**config.mk**
```make
export PLATFORM = sky130hd
export DESIGN_NAME = rt_fetch_unit
export DESIGN_NICKNAME = d
export VERILOG_FILES = /design/src/rtl/rt_fetch_pkg.sv /design/src/rtl/rt_fetch_queue.sv /design/src/rtl/rt_fetch_unit.sv
export SDC_FILE = /design/constraint.sdc
export NUM_CORES = 1
export LEC_CHECK = 0
export CORE_ASPECT_RATIO = 0.8
export CORE_MARGIN = 1.5
export CORE_UTILIZATION = 45
export CTS_CLUSTER_SIZE = 30
export DETAILED_ROUTE_END_ITERATION = 10
export PLACE_DENSITY = 0.68
export SYNTH_ARGS = -nofsm -noshare
export SYNTH_HDL_FRONTEND = slang
export SYNTH_SLANG_ARGS = --single-unit
export TNS_END_PERCENT = 20
```
**constraint.sdc**
```tcl
create_clock -name clk_rt_50mhz -period 5.9 [get_ports clk_rt_50mhz]
set_input_delay 1.18 -clock clk_rt_50mhz [delete_from_list [all_inputs] [get_ports clk_rt_50mhz]]
set_output_delay 1.18 -clock clk_rt_50mhz [all_outputs]
set_load 0.01 [all_outputs]
```
**src/rtl/rt_fetch_pkg.sv**
```systemverilog
// Shared types and constants for the RT-core instruction fetch stage.
package rt_fetch_pkg;

  typedef enum logic [1:0] {
    S_IDLE    = 2'd0,
    S_REQ     = 2'd1,
    S_DISCARD = 2'd2
  } fetch_state_t;

  typedef struct packed {
    logic [15:0] pc;
    logic [15:0] data;
  } fetch_entry_t;

  localparam logic [15:0] INST_BYTES = 16'd2;

endpackage

```
**src/rtl/rt_fetch_queue.sv**
```systemverilog
// First-word-fall-through instruction queue holding {pc, data} pairs for the decoder.
module rt_fetch_queue
  import rt_fetch_pkg::*;
#(
  parameter int unsigned DEPTH = 4
) (
  input  logic                     clk_i,
  input  logic                     rst_n_i,
  input  logic                     push_i,
  input  fetch_entry_t             push_entry_i,
  input  logic                     pop_i,
  input  logic                     flush_i,
  output logic [$clog2(DEPTH):0]   count_o,
  output logic                     head_valid_o,
  output fetch_entry_t             head_o
);

  localparam int unsigned PW = $clog2(DEPTH);
  localparam logic [PW:0] FULL = DEPTH[PW:0];

  fetch_entry_t    mem_q [DEPTH];
  logic [PW-1:0]   rd_ptr_q;
  logic [PW-1:0]   wr_ptr_q;
  logic [PW:0]     count_q;
  logic            do_push;
  logic            do_pop;

  always_comb begin
    do_pop  = pop_i && (count_q != '0);
    do_push = push_i && ((count_q != FULL) || do_pop);
  end

  always_ff @(posedge clk_i or negedge rst_n_i) begin
    if (!rst_n_i) begin
      rd_ptr_q <= '0;
      wr_ptr_q <= '0;
      count_q  <= '0;
      for (int unsigned i = 0; i < DEPTH; i++) begin
        mem_q[i] <= '0;
      end
    end else if (flush_i) begin
      rd_ptr_q <= '0;
      wr_ptr_q <= '0;
      count_q  <= '0;
    end else begin
      if (do_push) begin
        mem_q[wr_ptr_q] <= push_entry_i;
        wr_ptr_q        <= wr_ptr_q + 1'b1;
      end
      if (do_pop) begin
        rd_ptr_q <= rd_ptr_q + 1'b1;
      end
      unique case ({do_push, do_pop})
        2'b10:   count_q <= count_q + 1'b1;
        2'b01:   count_q <= count_q - 1'b1;
        default: count_q <= count_q;
      endcase
    end
  end

  // Head is forced to zero while empty so stale entries never leak to the decoder.
  always_comb begin
    count_o      = count_q;
    head_valid_o = (count_q != '0);
    head_o       = head_valid_o ? mem_q[rd_ptr_q] : '0;
  end

endmodule

```
**src/rtl/rt_fetch_unit.sv**
```systemverilog
// RT-core fetch stage: one outstanding I-cache request, FWFT instruction queue,
// redirect handling with discard of a response that cannot be withdrawn.
module rt_fetch_unit
  import rt_fetch_pkg::*;
#(
  parameter int unsigned QUEUE_DEPTH = 4,
  parameter logic [15:0] RESET_PC    = 16'h0000
) (
  input  logic                          clk_rt_50mhz,
  input  logic                          rst_n,
  input  logic                          fetch_enable,
  input  logic                          redirect_valid,
  input  logic [15:0]                   redirect_pc,
  output logic                          ic_req,
  output logic [15:0]                   ic_addr,
  input  logic [15:0]                   ic_data,
  input  logic                          ic_ready,
  input  logic                          ic_hit,
  output logic                          inst_valid,
  output logic [15:0]                   inst_data,
  output logic [15:0]                   inst_pc,
  input  logic                          inst_ready,
  output logic [15:0]                   fetch_pc,
  output logic [$clog2(QUEUE_DEPTH):0]  queue_count,
  output logic [31:0]                   stall_cycles,
  output logic [31:0]                   miss_fetches
);

  localparam int unsigned CW = $clog2(QUEUE_DEPTH) + 1;
  localparam logic [CW-1:0] QFULL = QUEUE_DEPTH[CW-1:0];

  fetch_state_t  state_q;
  logic          ic_req_q;
  logic [15:0]   ic_addr_q;
  logic [15:0]   fetch_pc_q;
  logic [31:0]   stall_q;
  logic [31:0]   miss_q;

  logic [15:0]   redirect_target;
  logic          issue_ok;
  logic          push;
  logic          pop;
  logic          stall_tick;
  logic          miss_tick;
  fetch_entry_t  push_entry;
  fetch_entry_t  head;
  logic [CW-1:0] count;
  logic          head_valid;

  always_comb begin
    redirect_target = redirect_pc & 16'hFFFE;
    issue_ok        = fetch_enable && (count < QFULL) && !redirect_valid;
    push            = (state_q == S_REQ) && ic_ready && !redirect_valid;
    pop             = head_valid && inst_ready;
    stall_tick      = (state_q != S_IDLE) && !ic_ready;
    miss_tick       = push && !ic_hit;
    push_entry      = '{pc: fetch_pc_q, data: ic_data};
  end

  rt_fetch_queue #(
    .DEPTH(QUEUE_DEPTH)
  ) u_queue (
    .clk_i        (clk_rt_50mhz),
    .rst_n_i      (rst_n),
    .push_i       (push),
    .push_entry_i (push_entry),
    .pop_i        (pop),
    .flush_i      (redirect_valid),
    .count_o      (count),
    .head_valid_o (head_valid),
    .head_o       (head)
  );

  always_ff @(posedge clk_rt_50mhz or negedge rst_n) begin
    if (!rst_n) begin
      state_q    <= S_IDLE;
      ic_req_q   <= 1'b0;
      ic_addr_q  <= '0;
      fetch_pc_q <= RESET_PC;
      stall_q    <= '0;
      miss_q     <= '0;
    end else begin
      if (stall_tick && (stall_q != '1)) stall_q <= stall_q + 32'd1;
      if (miss_tick && (miss_q != '1))   miss_q  <= miss_q + 32'd1;

      unique case (state_q)
        S_IDLE: begin
          if (redirect_valid) begin
            fetch_pc_q <= redirect_target;
          end else if (issue_ok) begin
            state_q   <= S_REQ;
            ic_req_q  <= 1'b1;
            ic_addr_q <= fetch_pc_q;
          end
        end
        S_REQ: begin
          // A redirect cannot withdraw the request; the reply is dropped instead.
          if (redirect_valid) begin
            fetch_pc_q <= redirect_target;
            if (ic_ready) begin
              state_q  <= S_IDLE;
              ic_req_q <= 1'b0;
            end else begin
              state_q  <= S_DISCARD;
            end
          end else if (ic_ready) begin
            fetch_pc_q <= fetch_pc_q + INST_BYTES;
            state_q    <= S_IDLE;
            ic_req_q   <= 1'b0;
          end
        end
        S_DISCARD: begin
          if (redirect_valid) fetch_pc_q <= redirect_target;
          if (ic_ready) begin
            state_q  <= S_IDLE;
            ic_req_q <= 1'b0;
          end
        end
        default: begin
          state_q  <= S_IDLE;
          ic_req_q <= 1'b0;
        end
      endcase
    end
  end

  always_comb begin
    ic_req       = ic_req_q;
    ic_addr      = ic_addr_q;
    fetch_pc     = fetch_pc_q;
    queue_count  = count;
    inst_valid   = head_valid;
    inst_data    = head.data;
    inst_pc      = head.pc;
    stall_cycles = stall_q;
    miss_fetches = miss_q;
  end

endmodule

```
; ---- Word level (Yosys, flattened, before mapping)
; Cells that the tools add are included.
[word_totals]
regBits = 234
output_inout_bits = 133
word_cells = 100
[op_classes]
n_addsub = 7
n_lt_le_gt_ge = 4
eq_ne = 12
n_mux = 27
bitwise_logic = 3
n_reduce_logical = 30
[ops]
columns = cell, n
row1 = $bwmux W128, 1
row2 = $mux W32, 4
row3 = $add A32 B1 Y32 const B, 2
row4 = $bmux W32 S2, 1
row5 = $demux W32 S2, 1
row6 = $ne A32 B32 Y1 const B, 2
row7 = $mux W16, 3
row8 = $pmux W16 S2, 1
row9 = $mux W2, 9
row10 = $add A16 B2 Y16 const B, 1
row11 = $logic_and A1 B1 Y1, 12
row12 = $reduce_and A3 Y1, 3
row13 = $reduce_bool A2 Y1, 4
row14 = $ge A3 B3 Y1 const B, 2
row15 = $ne A3 B3 Y1 const B, 2
row16 = $not A2 Y3, 2
row17 = $pmux W2 S3, 1
row18 = $pmux W3 S2, 1
row19 = $reduce_bool A3 Y1, 2
row20 = $add A2 B1 Y2 const B, 2
row21 = $eq A2 B1 Y1 const B, 2
row22 = $eq A2 B2 Y1 const B, 2
row23 = $ne A2 B1 Y1 const B, 2
row24 = $ne A2 B2 Y1 const B, 2
row25 = other kinds (13), 19

; ---- Logic depth before layout (Yosys ltp)
; Gate-level depths: netlist of the first run.
[logic_depth]
ltp_word = 8
ltp_mapped = 10
depth_no_buf = 9

; ---- Cells and area by module
; From an unflattened synthesis of the first run, not the netlist that was laid out.
[unflattened]
hier_cells = 883
area_unflattened_um2 = 11792.6
[modules_own_cells]
columns = mod, n_inst, cells_per_inst, area_each_um2
row1 = rt_fetch_queue, 1, 412, 6975.4
row2 = rt_fetch_unit, 1, 471, 4817.1

; ---- Least setup slack after synthesis of the first run
; Ideal clock, no wire load.
[synth_path]
kind = in2reg
start = input redirect_valid
end = register u_queue.count_q[2], in the netlist u_queue.count_o[2]
setup_ps = 79
arrival_ps = 2820
path_slack_ps = 3001
stages = 8
n_path_buf = 1
path_cell_list = nand3b_1 buf_1 and3_1 fa_1 nor3_1 a22oi_1 a21o_1 a21oi_1
[synth_via]
elab_chain_len = 6
word_cells_on_any_way = 8
cone_classes = 2 x eq/ne / 2 x mux / 4 x reduce/logical
[synth_lines]
columns = item, line_no
row1 = start: declaration, rt_fetch_unit.sv:12  ; input logic redirect_valid,
row2 = $logic_not A1 Y1, rt_fetch_unit.sv:53  ; push = (state_q == S_REQ) && ic_ready && !redirect_valid;
row3 = $logic_and A1 B1 Y1, rt_fetch_unit.sv:53
row4 = $logic_and A1 B1 Y1, rt_fetch_queue.sv:30  ; do_push = push_i && ((count_q != FULL) || do_pop);
row5 = $eq A2 B1 Y1 or $eq A2 B2 Y1 (tied branches), rt_fetch_queue.sv:53  ; unique case ({do_push, do_pop})
row6 = $pmux W3 S2, rt_fetch_queue.sv:53
row7 = $mux W3, rt_fetch_queue.sv:41  ; end else if (flush_i) begin
row8 = end signal: assignment, rt_fetch_queue.sv:54  ; 2'b10: count_q <= count_q + 1'b1;
row9 = end signal: assignment, rt_fetch_queue.sv:55  ; 2'b01: count_q <= count_q - 1'b1;
row10 = end signal: assignment, rt_fetch_queue.sv:56  ; default: count_q <= count_q;
row11 = end: declaration, rt_fetch_queue.sv:24  ; logic [PW:0] count_q;
; Several ways; a longest one is shown, not always the timed one.
; A chain may end at the register's enable or synchronous reset.

; ---- Worst setup path in the final report of the first run
[layout_path]
start = register u_queue.rd_ptr_q[1]
end = output inst_pc[1]
[layout_via]
elab_chain_len = 5
[layout_lines]
columns = item, line_no
row1 = start: declaration, rt_fetch_queue.sv:22  ; logic [PW-1:0] rd_ptr_q;
row2 = start signal: assignment, rt_fetch_queue.sv:51  ; rd_ptr_q <= rd_ptr_q + 1'b1;
row3 = $not A2 Y3 (not written as such), rt_fetch_queue.sv:65  ; head_o = head_valid_o ? mem_q[rd_ptr_q] : '0;
row4 = $bmux W32 S2, rt_fetch_queue.sv:65
row5 = $mux W32 (not written as such) (2 in a row), rt_fetch_queue.sv:65
row6 = $mux W32, rt_fetch_queue.sv:65
row7 = end: declaration, rt_fetch_unit.sv:21  ; output logic [15:0] inst_pc,
; No other way between the ends. The select of a mux whose other input is x is not followed.

==> out/metrics.json, run 1 <==
{
  "run_status": "finished clean",
  "synth-compound-area-share_pct": 4.38,
  "cell_internal_pwr_mw": 3.71,
  "seqPwrFrac_pct": 43.2,
  "finish.utilization_pct": 57.7,
  "critPathRequiredTime_ns": 4.72,
  "rsz_0062_raised_after_global_routing": "no",
  "routed_wire_length_per_instance_um": 18.2,
  "final_hold_viol_count": 0,
  "power.switching_mw": 1.59,
  "setup_slack_ns": 1.74,
  "final_non_filler_cell_total": 1341,
  "finalWirelength_um": 24400,
  "synth_enable_flop_cells": 0,
  "cts-root-buf": "sky130_fd_sc_hd__clkbuf_16",
  "post_synth_instance_area_um2": 10900,
  "via_count_of_the_first_global_routing_pass": 7412,
  "setup_viol": 0,
  "synthXorXnorAreaFrac_pct": 5.31,
  "area_growth_pct": 24.8,
  "fin_setup_tns_ns": 0,
  "worstPathMaxFanout": 22,
  "cp.arrival_ns": 2.98,
  "design.final.nets": 1063,
  "layout_min_cycle_time_ns": 4.16,
  "drc_errors": 0,
  "clock_sink_count": 228,
  "first_pass_grt_wire_length_um": 40000,
  "ys_async_sr_fraction_pct": 100,
  "place_ws_ns": 1.83,
  "drv_cap": 0,
  "placeableCoreArea_um2": 23600,
  "num_antenna_cells": 0,
  "fmaxAchievable_ghz": 0.240,
  "pwr-share-clk_pct": 27.8,
  "swShare_pct": 30.0,
  "drt_iter0_markers": 389,
  "synth_warnings": 0,
  "height_of_the_chip_um": 142,
  "critPathLaunchType": "flip-flop",
  "worstMarginPinSlew_ns": 1.16,
  "ys_dominant_reg_cell": "sky130_fd_sc_hd__dfrtp_1",
  "cts_max_path_buffers": 3,
  "fraction_of_the_yosys_area_taken_by_sequential_cells_pct": 52.4,
  "yosys.area_share.simple_pct": 12.4,
  "path_class": "reg -> out",
  "htree_num_levels": 1,
  "post_layout_instance_area_um2": 13600,
  "synth.distinct_cells": 57,
  "layout.filler_cells": 1997,
  "post_synth_fa_ha_maj_area_fraction_pct": 1.45,
  "detailroute.via_count": 7328,
  "avgSynthCellArea_um2": 12.7,
  "max_transition_viols_final": 0,
  "detailedPlacementHpwl_um": 15700,
  "mostFrequentLayoutCell": "sky130_fd_sc_hd__dfrtp_1",
  "synth.area.mux_share_pct": 21.3,
  "power_mw": 5.29,
  "tritoncts.num_buffers": 25,
  "clkLatencyLatePin_ns": 0.52,
  "placed_area_um2": 12800,
  "power.combinational.fraction_pct": 29.0,
  "final_min_period_over_clock_period_pct": 70.6,
  "total_number_of_placement_rows": 50,
  "place.port_buffers": 167,
  "gp_congestion": 0.805,
  "initial_utilization_pct": 46.2,
  "postSynthRegisterBits": 228,
  "clock_slew_at_the_register_clock_pins_of_the_worst_setup_and_hold_paths_ns": 0.06,
  "total_leakage_power_nw": 5.97,
  "timing.clock.skew_ns": 0.00881,
  "cts_resized": 0,
  "first_pass_iters": 4,
  "post_cts.repair.setup_buffers": 0,
  "kind_of_path_behind_the_tightest_hold_check": "reg -> reg",
  "slew_headroom_pct": 22.2,
  "power.density_cell_area_nw_per_um2": 389,
  "largest_family_of_logic_cells_by_synthesized_area": "multiplexers",
  "dieArea_um2": 25200,
  "chipWidth_um": 177,
  "antenna_found_initial": 0,
  "final_antenna_net_count": 0,
  "placedCellCount": 1297,
  "critPathCaptureType": "primary output",
  "fin_hold_ws_ns": 0.491,
  "synth_cells": 855,
  "tritoncts": "done",
  "drive_gt1_share_pct": 23.4,
  "largest_net_degree_at_the_start_of_global_routing": 136,
  "gr-usage-all-layers_pct": 19.8,
  "io_pins": 172,
  "globalRouteOverflowTotal": 0,
  "ctsHoldBuffers": 0,
  "routed_via_density": 5.46,
  "layout_common_cells": "227 x sky130_fd_sc_hd__dfrtp_1, 166 x sky130_fd_sc_hd__clkdlybuf4s50_1, 141 x sky130_fd_sc_hd__mux2_2",
  "worst_ir_drop_vdd_uv": 243
}
layout make-up:
cell class              count  area (um^2)  share of cell area (%)
clock buffers              38          734                    5.40
clock inverters             6         36.3                   0.267
inverters                  14         52.6                   0.386
multi-input cells         563         4890                    36.0
flip-flops and latches    228         5710                    42.0
well taps                 312          390                    2.87
repair buffers            180         1790                    13.1
worst max-delay path, cell delays in order (launching register included):
cell                              delay, ns
sky130_fd_sc_hd__dfrtp_1               1.11
sky130_fd_sc_hd__buf_4                 0.37
sky130_fd_sc_hd__mux4_2                0.33
sky130_fd_sc_hd__and2_1                0.18
sky130_fd_sc_hd__clkdlybuf4s50_1       0.47
synthesized netlist by cell type, types with 2 or more instances:
cell / n / area [um^2]
sky130_fd_sc_hd__and3_1: 16 / 100
sky130_fd_sc_hd__nor4_2: 4 / 50.1
sky130_fd_sc_hd__a31oi_1: 2 / 12.5
sky130_fd_sc_hd__and4_1: 9 / 78.8
sky130_fd_sc_hd__ha_1: 11 / 138
sky130_fd_sc_hd__inv_1: 14 / 52.6
sky130_fd_sc_hd__xnor2_1: 42 / 368
sky130_fd_sc_hd__nand4_1: 30 / 188
sky130_fd_sc_hd__nor3_1: 14 / 70.1
sky130_fd_sc_hd__mux4_2: 31 / 698
sky130_fd_sc_hd__mux2i_1: 3 / 30.0
sky130_fd_sc_hd__o22ai_1: 6 / 37.5
sky130_fd_sc_hd__buf_4: 6 / 45.0
sky130_fd_sc_hd__or3_1: 4 / 25.0
sky130_fd_sc_hd__nand2b_1: 2 / 12.5
sky130_fd_sc_hd__buf_2: 20 / 100
sky130_fd_sc_hd__a21o_1: 2 / 15.0
sky130_fd_sc_hd__buf_1: 3 / 11.3
sky130_fd_sc_hd__nor2_1: 26 / 97.6
sky130_fd_sc_hd__o31ai_1: 2 / 15.0
sky130_fd_sc_hd__a2bb2oi_1: 3 / 26.3
sky130_fd_sc_hd__nand2_1: 46 / 173
sky130_fd_sc_hd__nor4_4: 2 / 42.5
sky130_fd_sc_hd__o21ai_0: 14 / 70.1
sky130_fd_sc_hd__o211ai_1: 2 / 15.0
sky130_fd_sc_hd__and2_1: 39 / 244
sky130_fd_sc_hd__xor2_1: 24 / 210
sky130_fd_sc_hd__dfrtp_1: 228 / 5710
sky130_fd_sc_hd__o2bb2ai_1: 3 / 26.3
sky130_fd_sc_hd__a31oi_4: 2 / 42.5
sky130_fd_sc_hd__nand3b_1: 2 / 15.0
sky130_fd_sc_hd__nand3_1: 27 / 135
sky130_fd_sc_hd__mux2_2: 141 / 1590
sky130_fd_sc_hd__a21oi_1: 30 / 150
sky130_fd_sc_hd__clkbuf_1: 22 / 82.6
sky130_fd_sc_hd__nor2b_1: 2 / 12.5
kinds of logic after synthesis:
group                    Yosys count
adder cells (fa/ha/maj)           12
multiplexers                     175
other                              1
AND/OR/NAND/NOR                  234
buffers and inverters             66
flip-flops                       228
XOR/XNOR                          66
AO/OA/AOI/OAI                     73
flip-flops by register name, summed over array words and instances (netlist names), 3 cells and up:
register / flops
u_queue.count_o: 3
stall_cycles: 32
miss_fetches: 32
u_queue.mem_q: 124
fetch_pc: 15
ic_addr: 15
metal layers:
layer  up-vias  wire length [um]  global-route usage [%]
met1      3706             11600                    28.6
met2       190             11200                    31.2
met5         -                 0                       0
met3        25              1330                    4.01
li1       3407                 -                       -
met4         0               356                    3.39
power groups by stage:
stage	clock, mW	combinational (mW)	sequential, mW
after detailed placement	0	1.54	2.32
final	1.47	1.53	2.29
after global placement	0	1.51	2.30
after floorplan	0	0.932	2.21
after global routing	1.59	1.67	2.35
after CTS	1.52	1.55	2.29
final timing paths:
| path | start | endpoint | slack, ns | cells past startpoint |
|---|---|---|---|---|
| hold / removal | ic_req$_DFFE_PN0P_ | ic_req$_DFFE_PN0P_ | 0.49 | 1 |
| setup reg to reg | state_q[1]$_DFFE_PN0P_ | u_queue.mem_q[53]$_DFFE_PN0P_ | 2.98 | 8 |
| hold reg to reg | ic_req$_DFFE_PN0P_ | ic_req$_DFFE_PN0P_ | 0.49 | 1 |
| max in group asynchronous | rst_n | u_queue.rd_ptr_q[0]$_DFFE_PN0P_ | 4.04 | 2 |
| min in group asynchronous | rst_n | u_queue.mem_q[73]$_DFFE_PN0P_ | 0.67 | 1 |
| setup / recovery | u_queue.rd_ptr_q[1]$_DFFE_PN0P_ | inst_pc[1] | 1.74 | 4 |
Power figures use the tool's default switching activity.
==> run 2, diff against run 1 <==
- clock period: 5.9 -> 4.3 ns (I/O delays scaled with it)
==> run 2 against run 1 <==
Non-clock buffer count up 7. Sequential power up 37%. Largest power group unchanged. Wire length down 1.2%. First-iteration DRC count down 6.7%. Critical path type unchanged. Power up 38%.
==> out/metrics.json, run 2 (synthesized netlist as in run 1, its figures left out) <==
{
  "cp.arrival_ns": 2.87,
  "pwr-share-clk_pct": 28.2,
  "tritoncts.num_buffers": 24,
  "drv_cap": 0,
  "cts_max_path_buffers": 3,
  "routed_via_density": 5.41,
  "power.combinational.fraction_pct": 29.0,
  "rsz_0062_raised_after_global_routing": "no",
  "chipWidth_um": 177,
  "via_count_of_the_first_global_routing_pass": 7343,
  "gr-usage-all-layers_pct": 19.6,
  "timing.clock.skew_ns": 0.0133,
  "cell_internal_pwr_mw": 5.14,
  "total_number_of_placement_rows": 50,
  "critical_path.max_stage_delay_ns": 0.74,
  "fmaxAchievable_ghz": 0.268,
  "detailedPlacementHpwl_um": 15900,
  "swShare_pct": 29.8,
  "top_register": "u_queue.mem_q",
  "critPathRequiredTime_ns": 3.44,
  "io_pins": 172,
  "initial_utilization_pct": 46.2,
  "first_pass_grt_wire_length_um": 39600,
  "drt_iter0_markers": 363,
  "power.density_cell_area_nw_per_um2": 535,
  "dieArea_um2": 25200,
  "worstMarginPinSlew_ns": 0.842,
  "place.port_buffers": 167,
  "drive_gt1_share_pct": 24.2,
  "num_antenna_cells": 0,
  "mostFrequentLayoutCell": "sky130_fd_sc_hd__dfrtp_1",
  "global_route.usage.met3_pct": 3.79,
  "tritoncts": "done",
  "largest_net_degree_at_the_start_of_global_routing": 98,
  "layout_common_cells": "227 x sky130_fd_sc_hd__dfrtp_1, 166 x sky130_fd_sc_hd__clkdlybuf4s50_1, 141 x sky130_fd_sc_hd__mux2_2",
  "fin_setup_tns_ns": 0,
  "worst_ir_drop_vdd_uv": 277,
  "detailroute.via_count": 7294,
  "critical_path.cell_chain": "or3_1 > buf_4 > and2_1 > clkdlybuf4s50_1",
  "total_leakage_power_nw": 6.02,
  "clock_sink_count": 228,
  "critPathCaptureType": "primary output",
  "fin_hold_ws_ns": 0.268,
  "layout.filler_cells": 1973,
  "placeableCoreArea_um2": 23600,
  "max_transition_viols_final": 0,
  "number_of_flip_flops_in_the_largest_register": 124,
  "drc_errors": 0,
  "met2_routing_resource_usage_after_global_routing_pct": 30.3,
  "ctsHoldBuffers": 0,
  "run_status": "finished clean",
  "cts-root-buf": "sky130_fd_sc_hd__clkbuf_16",
  "final_min_period_over_clock_period_pct": 86.7,
  "htree_num_levels": 1,
  "slowest_stage": "sky130_fd_sc_hd__or3_1",
  "finalWirelength_um": 24100,
  "power_mw": 7.31,
  "slew_headroom_pct": 43.8,
  "global_route.usage.met1_pct": 28.8,
  "final_hold_viol_count": 0,
  "first_pass_iters": 5,
  "path_class": "reg -> out",
  "power.switching_mw": 2.18,
  "area_growth_pct": 25.5,
  "worstPathMaxFanout": 20,
  "kind_of_path_behind_the_tightest_hold_check": "in -> async",
  "height_of_the_chip_um": 142,
  "cpLargestDelayFamily": "simple AND/OR/NAND/NOR gates",
  "seqPwrFrac_pct": 42.8,
  "clock_slew_at_the_register_clock_pins_of_the_worst_setup_and_hold_paths_ns": 0.06,
  "globalRouteOverflowTotal": 0,
  "critPathLaunchType": "flip-flop",
  "routed_wire_length_per_instance_um": 17.9,
  "layout_min_cycle_time_ns": 3.73,
  "post_cts.repair.setup_buffers": 0,
  "final_antenna_net_count": 0,
  "gp_congestion": 0.799,
  "cts_resized": 0,
  "critPathBufInv": 2,
  "design.final.nets": 1069,
  "clkLatencyLatePin_ns": 0.51,
  "grt_busiest_layer": "met2",
  "antenna_found_initial": 0,
  "setup_viol": 0
}
run 2: cell count changes in the layout (fill, tap and decap cells not counted), sizes merged:
cell	previous run	this run
clkinvlp	1	0
clkinv	4	10
clkbuf	38	31
bufinv	0	2
inv	15	14
buf	14	21
run 2: final timing paths:
| path | slack [ns] | cells after the start | endpoint | startpoint |
|---|---|---|---|---|
| max | 0.57 | 4 | inst_data[14] | u_queue.count_o[2]$_DFFE_PN0P_ |
| min | 0.27 | 1 | u_queue.mem_q[105]$_DFFE_PN0P_ | rst_n |
| max reg2reg | 1.51 | 7 | u_queue.count_o[2]$_DFFE_PN0P_ | u_queue.count_o[2]$_DFFE_PN0P_ |
| min reg2reg | 0.50 | 1 | stall_cycles[27]$_DFFE_PN0P_ | stall_cycles[27]$_DFFE_PN0P_ |
| max in group asynchronous | 3.12 | 2 | stall_cycles[19]$_DFFE_PN0P_ | rst_n |
| min in group clk_rt_50mhz | 0.50 | 1 | stall_cycles[27]$_DFFE_PN0P_ | stall_cycles[27]$_DFFE_PN0P_ |
run 2: final cells by class:
class                           count  area (um^2)  share of cell area (%)
Inverter                           14         52.6                   0.384
Clock inverter                     12          110                   0.805
Multi-Input combinational cell    563         4890                    35.8
Tap cell                          312          390                    2.86
Timing Repair Buffer              187         1850                    13.5
Clock buffer                       31          668                    4.89
Sequential cell                   228         5710                    41.7
run 2: routing by layer:
| metal | vias to the layer above | wire length, um |
|---|---|---|
| met5 | - | 0 |
| met4 | 0 | 340 |
| met3 | 29 | 1170 |
| met1 | 3705 | 11700 |
| li1 | 3405 | - |
| met2 | 155 | 11000 |
run 2: power by group through the flow:
| stage | clock (mW) | sequential, mW | combinational [mW] |
|---|---|---|---|
| 2_1_floorplan | 0 | 3.04 | 1.28 |
| 3_3_place_gp | 0 | 3.15 | 2.10 |
| 3_5_place_dp | 0 | 3.16 | 2.15 |
| 4_1_cts | 2.11 | 3.13 | 2.15 |
| 5_1_grt | 2.21 | 3.21 | 2.31 |
| 6_report | 2.06 | 3.13 | 2.12 |
run 2: through the flow:
| step | utilization (%) | instances | area [um^2] | setup WS (ns) |
|---|---|---|---|---|
| 2_1_floorplan | - | 857 | 10900 | 1.72 |
| 3_3_place_gp | 54.7 | 1304 | 12900 | 1.03 |
| 3_5_place_dp | 54.7 | 1304 | 12900 | 1.01 |
| 4_1_cts | 58.0 | 1347 | 13700 | 0.508 |
| 5_1_grt | 58.0 | 1347 | 13700 | 0.360 |
| 6_report | 58.0 | 1347 | 13700 | 0.574 |
==> run 3, diff against run 2 <==
==> constraint.sdc (replaced) <==
create_clock -name clk_rt_50mhz -period 4.3 [get_ports clk_rt_50mhz]
set_input_delay 1.29 -clock clk_rt_50mhz [delete_from_list [all_inputs] [get_ports clk_rt_50mhz]]
set_output_delay 1.29 -clock clk_rt_50mhz [all_outputs]
set_load 0.01 [all_outputs]
==> run 3 against run 2 <==
Clock power grew 8%. Setup slack worse by 0.24 ns. Non-clock buffer count did not move. Cell count about the same. Utilization increased by 0.44 points. Critical path depth did not move. Combinational power hardly changed. Via count decreased by 0.51%. Maximum frequency shrank 6.0%. Worst hold slack better by 0.22 ns. Critical endpoint is now inst_pc[14]. Largest power group unchanged.
==> out/metrics.json, run 3 (synthesized netlist as in run 1, its figures left out) <==
{
  "clock_sink_count": 228,
  "cts_max_path_buffers": 3,
  "globalRouteOverflowTotal": 0,
  "drt_iter0_markers": 378,
  "first_pass_iters": 4,
  "critPathLaunchType": "flip-flop",
  "mostFrequentLayoutCell": "sky130_fd_sc_hd__dfrtp_1",
  "tritoncts": "done",
  "max_transition_viols_final": 0,
  "layout_common_cells": "227 x sky130_fd_sc_hd__dfrtp_1, 166 x sky130_fd_sc_hd__clkdlybuf4s50_1, 141 x sky130_fd_sc_hd__mux2_2",
  "setup_slack_ns": 0.335,
  "run_status": "finished clean",
  "critical_path.cell_chain": "buf_4 > mux4_2 > and2_1 > clkdlybuf4s50_1",
  "ctsHoldBuffers": 0,
  "rsz_0062_raised_after_global_routing": "no",
  "io_pins": 172,
  "timing.clock.skew_ns": 0.0158,
  "height_of_the_chip_um": 142,
  "final_min_period_over_clock_period_pct": 92.2,
  "place_ws_ns": 0.573,
  "num_antenna_cells": 0,
  "slowest_stage": "sky130_fd_sc_hd__dfrtp_2",
  "critPathCaptureType": "primary output",
  "drv_cap": 0,
  "drc_errors": 0,
  "slew_headroom_pct": 45.9,
  "worstMarginPinSlew_ns": 0.811,
  "cp.arrival_ns": 2.67,
  "total_number_of_placement_rows": 50,
  "critical_path.max_stage_delay_ns": 0.64,
  "layout_min_cycle_time_ns": 3.96,
  "via_count_of_the_first_global_routing_pass": 7327,
  "fin_setup_tns_ns": 0,
  "routed_wire_length_per_instance_um": 17.6,
  "power.density_cell_area_nw_per_um2": 542,
  "post_cts.repair.setup_buffers": 0,
  "drive_gt1_share_pct": 24.4,
  "setup_viol": 0,
  "worst_ir_drop_vdd_uv": 316,
  "final_hold_viol_count": 0,
  "kind_of_path_behind_the_tightest_hold_check": "reg -> reg",
  "finalWirelength_um": 23700,
  "clkLatencyLatePin_ns": 0.52,
  "routed_via_density": 5.38,
  "chipWidth_um": 177,
  "top_register": "u_queue.mem_q",
  "place.port_buffers": 167,
  "first_pass_grt_wire_length_um": 39000,
  "htree_num_levels": 1,
  "dieArea_um2": 25200,
  "critPathRequiredTime_ns": 3.01,
  "clock_slew_at_the_register_clock_pins_of_the_worst_setup_and_hold_paths_ns": 0.06,
  "area_growth_pct": 26.5,
  "largest_net_degree_at_the_start_of_global_routing": 104,
  "worstPathMaxFanout": 12,
  "total_leakage_power_nw": 6.07,
  "antenna_found_initial": 0,
  "gr-usage-all-layers_pct": 19.3,
  "tritoncts.num_buffers": 25,
  "final_antenna_net_count": 0,
  "path_class": "reg -> out",
  "fmaxAchievable_ghz": 0.252,
  "gp_congestion": 0.800,
  "detailroute.via_count": 7257,
  "detailedPlacementHpwl_um": 15700,
  "design.final.nets": 1070,
  "cts-root-buf": "sky130_fd_sc_hd__clkbuf_16",
  "number_of_flip_flops_in_the_largest_register": 124,
  "initial_utilization_pct": 46.2,
  "placeableCoreArea_um2": 23600
}
[run 3: cell types whose count changed in the layout (fill, tap and decap cells not counted)]
cell	before	now
sky130_fd_sc_hd__bufinv_16	2	4
sky130_fd_sc_hd__buf_12	2	4
sky130_fd_sc_hd__clkbuf_1	4	3
sky130_fd_sc_hd__clkbuf_8	2	4
sky130_fd_sc_hd__or3_1	4	3
sky130_fd_sc_hd__inv_6	0	1
sky130_fd_sc_hd__clkinv_2	10	7
sky130_fd_sc_hd__or3_2	0	1
sky130_fd_sc_hd__buf_4	18	16
[run 3: worst max-delay path: cells and delay by family, from the launching register on]
kind                   cells  cell delay (ns)
buffers and inverters      2             0.77
DFF                        1             0.64
muxes                      1             0.56
and+or+nand+nor            1             0.18
[run 3: stage by stage]
stage | hold slack (ns) | cell area (um^2) | total power [mW] | cells | util, %
after CTS | 0.495 | 13800 | 7.56 | 1348 | 58.4
after global routing | 0.505 | 13800 | 7.88 | 1348 | 58.4
after global placement | 0.479 | 12900 | 5.25 | 1304 | 54.8
after floorplan | 0.474 | 10900 | 4.32 | 857 | -
final | 0.490 | 13800 | 7.47 | 1348 | 58.4
after detailed placement | 0.487 | 12900 | 5.31 | 1304 | 54.8
[run 3: final timing paths]
check | cells after the start | start | end | slack (ns)
min in group asynchronous | 1 | rst_n | u_queue.mem_q[41]$_DFFE_PN0P_ | 0.83
min | 1 | stall_cycles[27]$_DFFE_PN0P_ | stall_cycles[27]$_DFFE_PN0P_ | 0.49
max in group asynchronous | 2 | rst_n | u_queue.mem_q[29]$_DFFE_PN0P_ | 2.70
max reg2reg | 7 | u_queue.count_o[2]$_DFFE_PN0P_ | u_queue.count_o[2]$_DFFE_PN0P_ | 1.54
max | 4 | u_queue.rd_ptr_q[0]$_DFFE_PN0P_ | inst_pc[14] | 0.34
min reg2reg | 1 | stall_cycles[27]$_DFFE_PN0P_ | stall_cycles[27]$_DFFE_PN0P_ | 0.49
[run 3: what timing repair did]
item / in CTS / in global routing
endpoints found under the setup margin: 0 / 5
endpoints found under the hold margin: 0 / 0
gates resized for setup: 0 / 1
[run 3: metal layers]
layer  part of all wire, %  vias up  routed length [um]  GRT usage (%)
met2                    46      173               10800           30.1
met3                   4.9       30                1170           3.45
met4                   1.8        0                 425           3.97
met1                    48     3657               11300           28.3
met5                     0        -                   0              0
li1                      -     3397                   -              -
[run 3: final cells by class]
cell class,count,area (um^2)
inverter,14,52.6
multi-input combinational,563,4890
clock inverter,12,164
sequential,228,5710
timing repair buffer,187,1880
tap,312,390
clock buffer,32,692
fill,1928,9810
[run 3: where the power goes]
| part | total (mW) | leakage (nW) | switching, mW | internal [mW] |
|---|---|---|---|---|
| Clock | 2.22 | 0.429 | 0.849 | 1.37 |
| Combinational | 2.13 | 2.64 | 0.848 | 1.28 |
| Sequential | 3.12 | 2.99 | 0.473 | 2.65 |
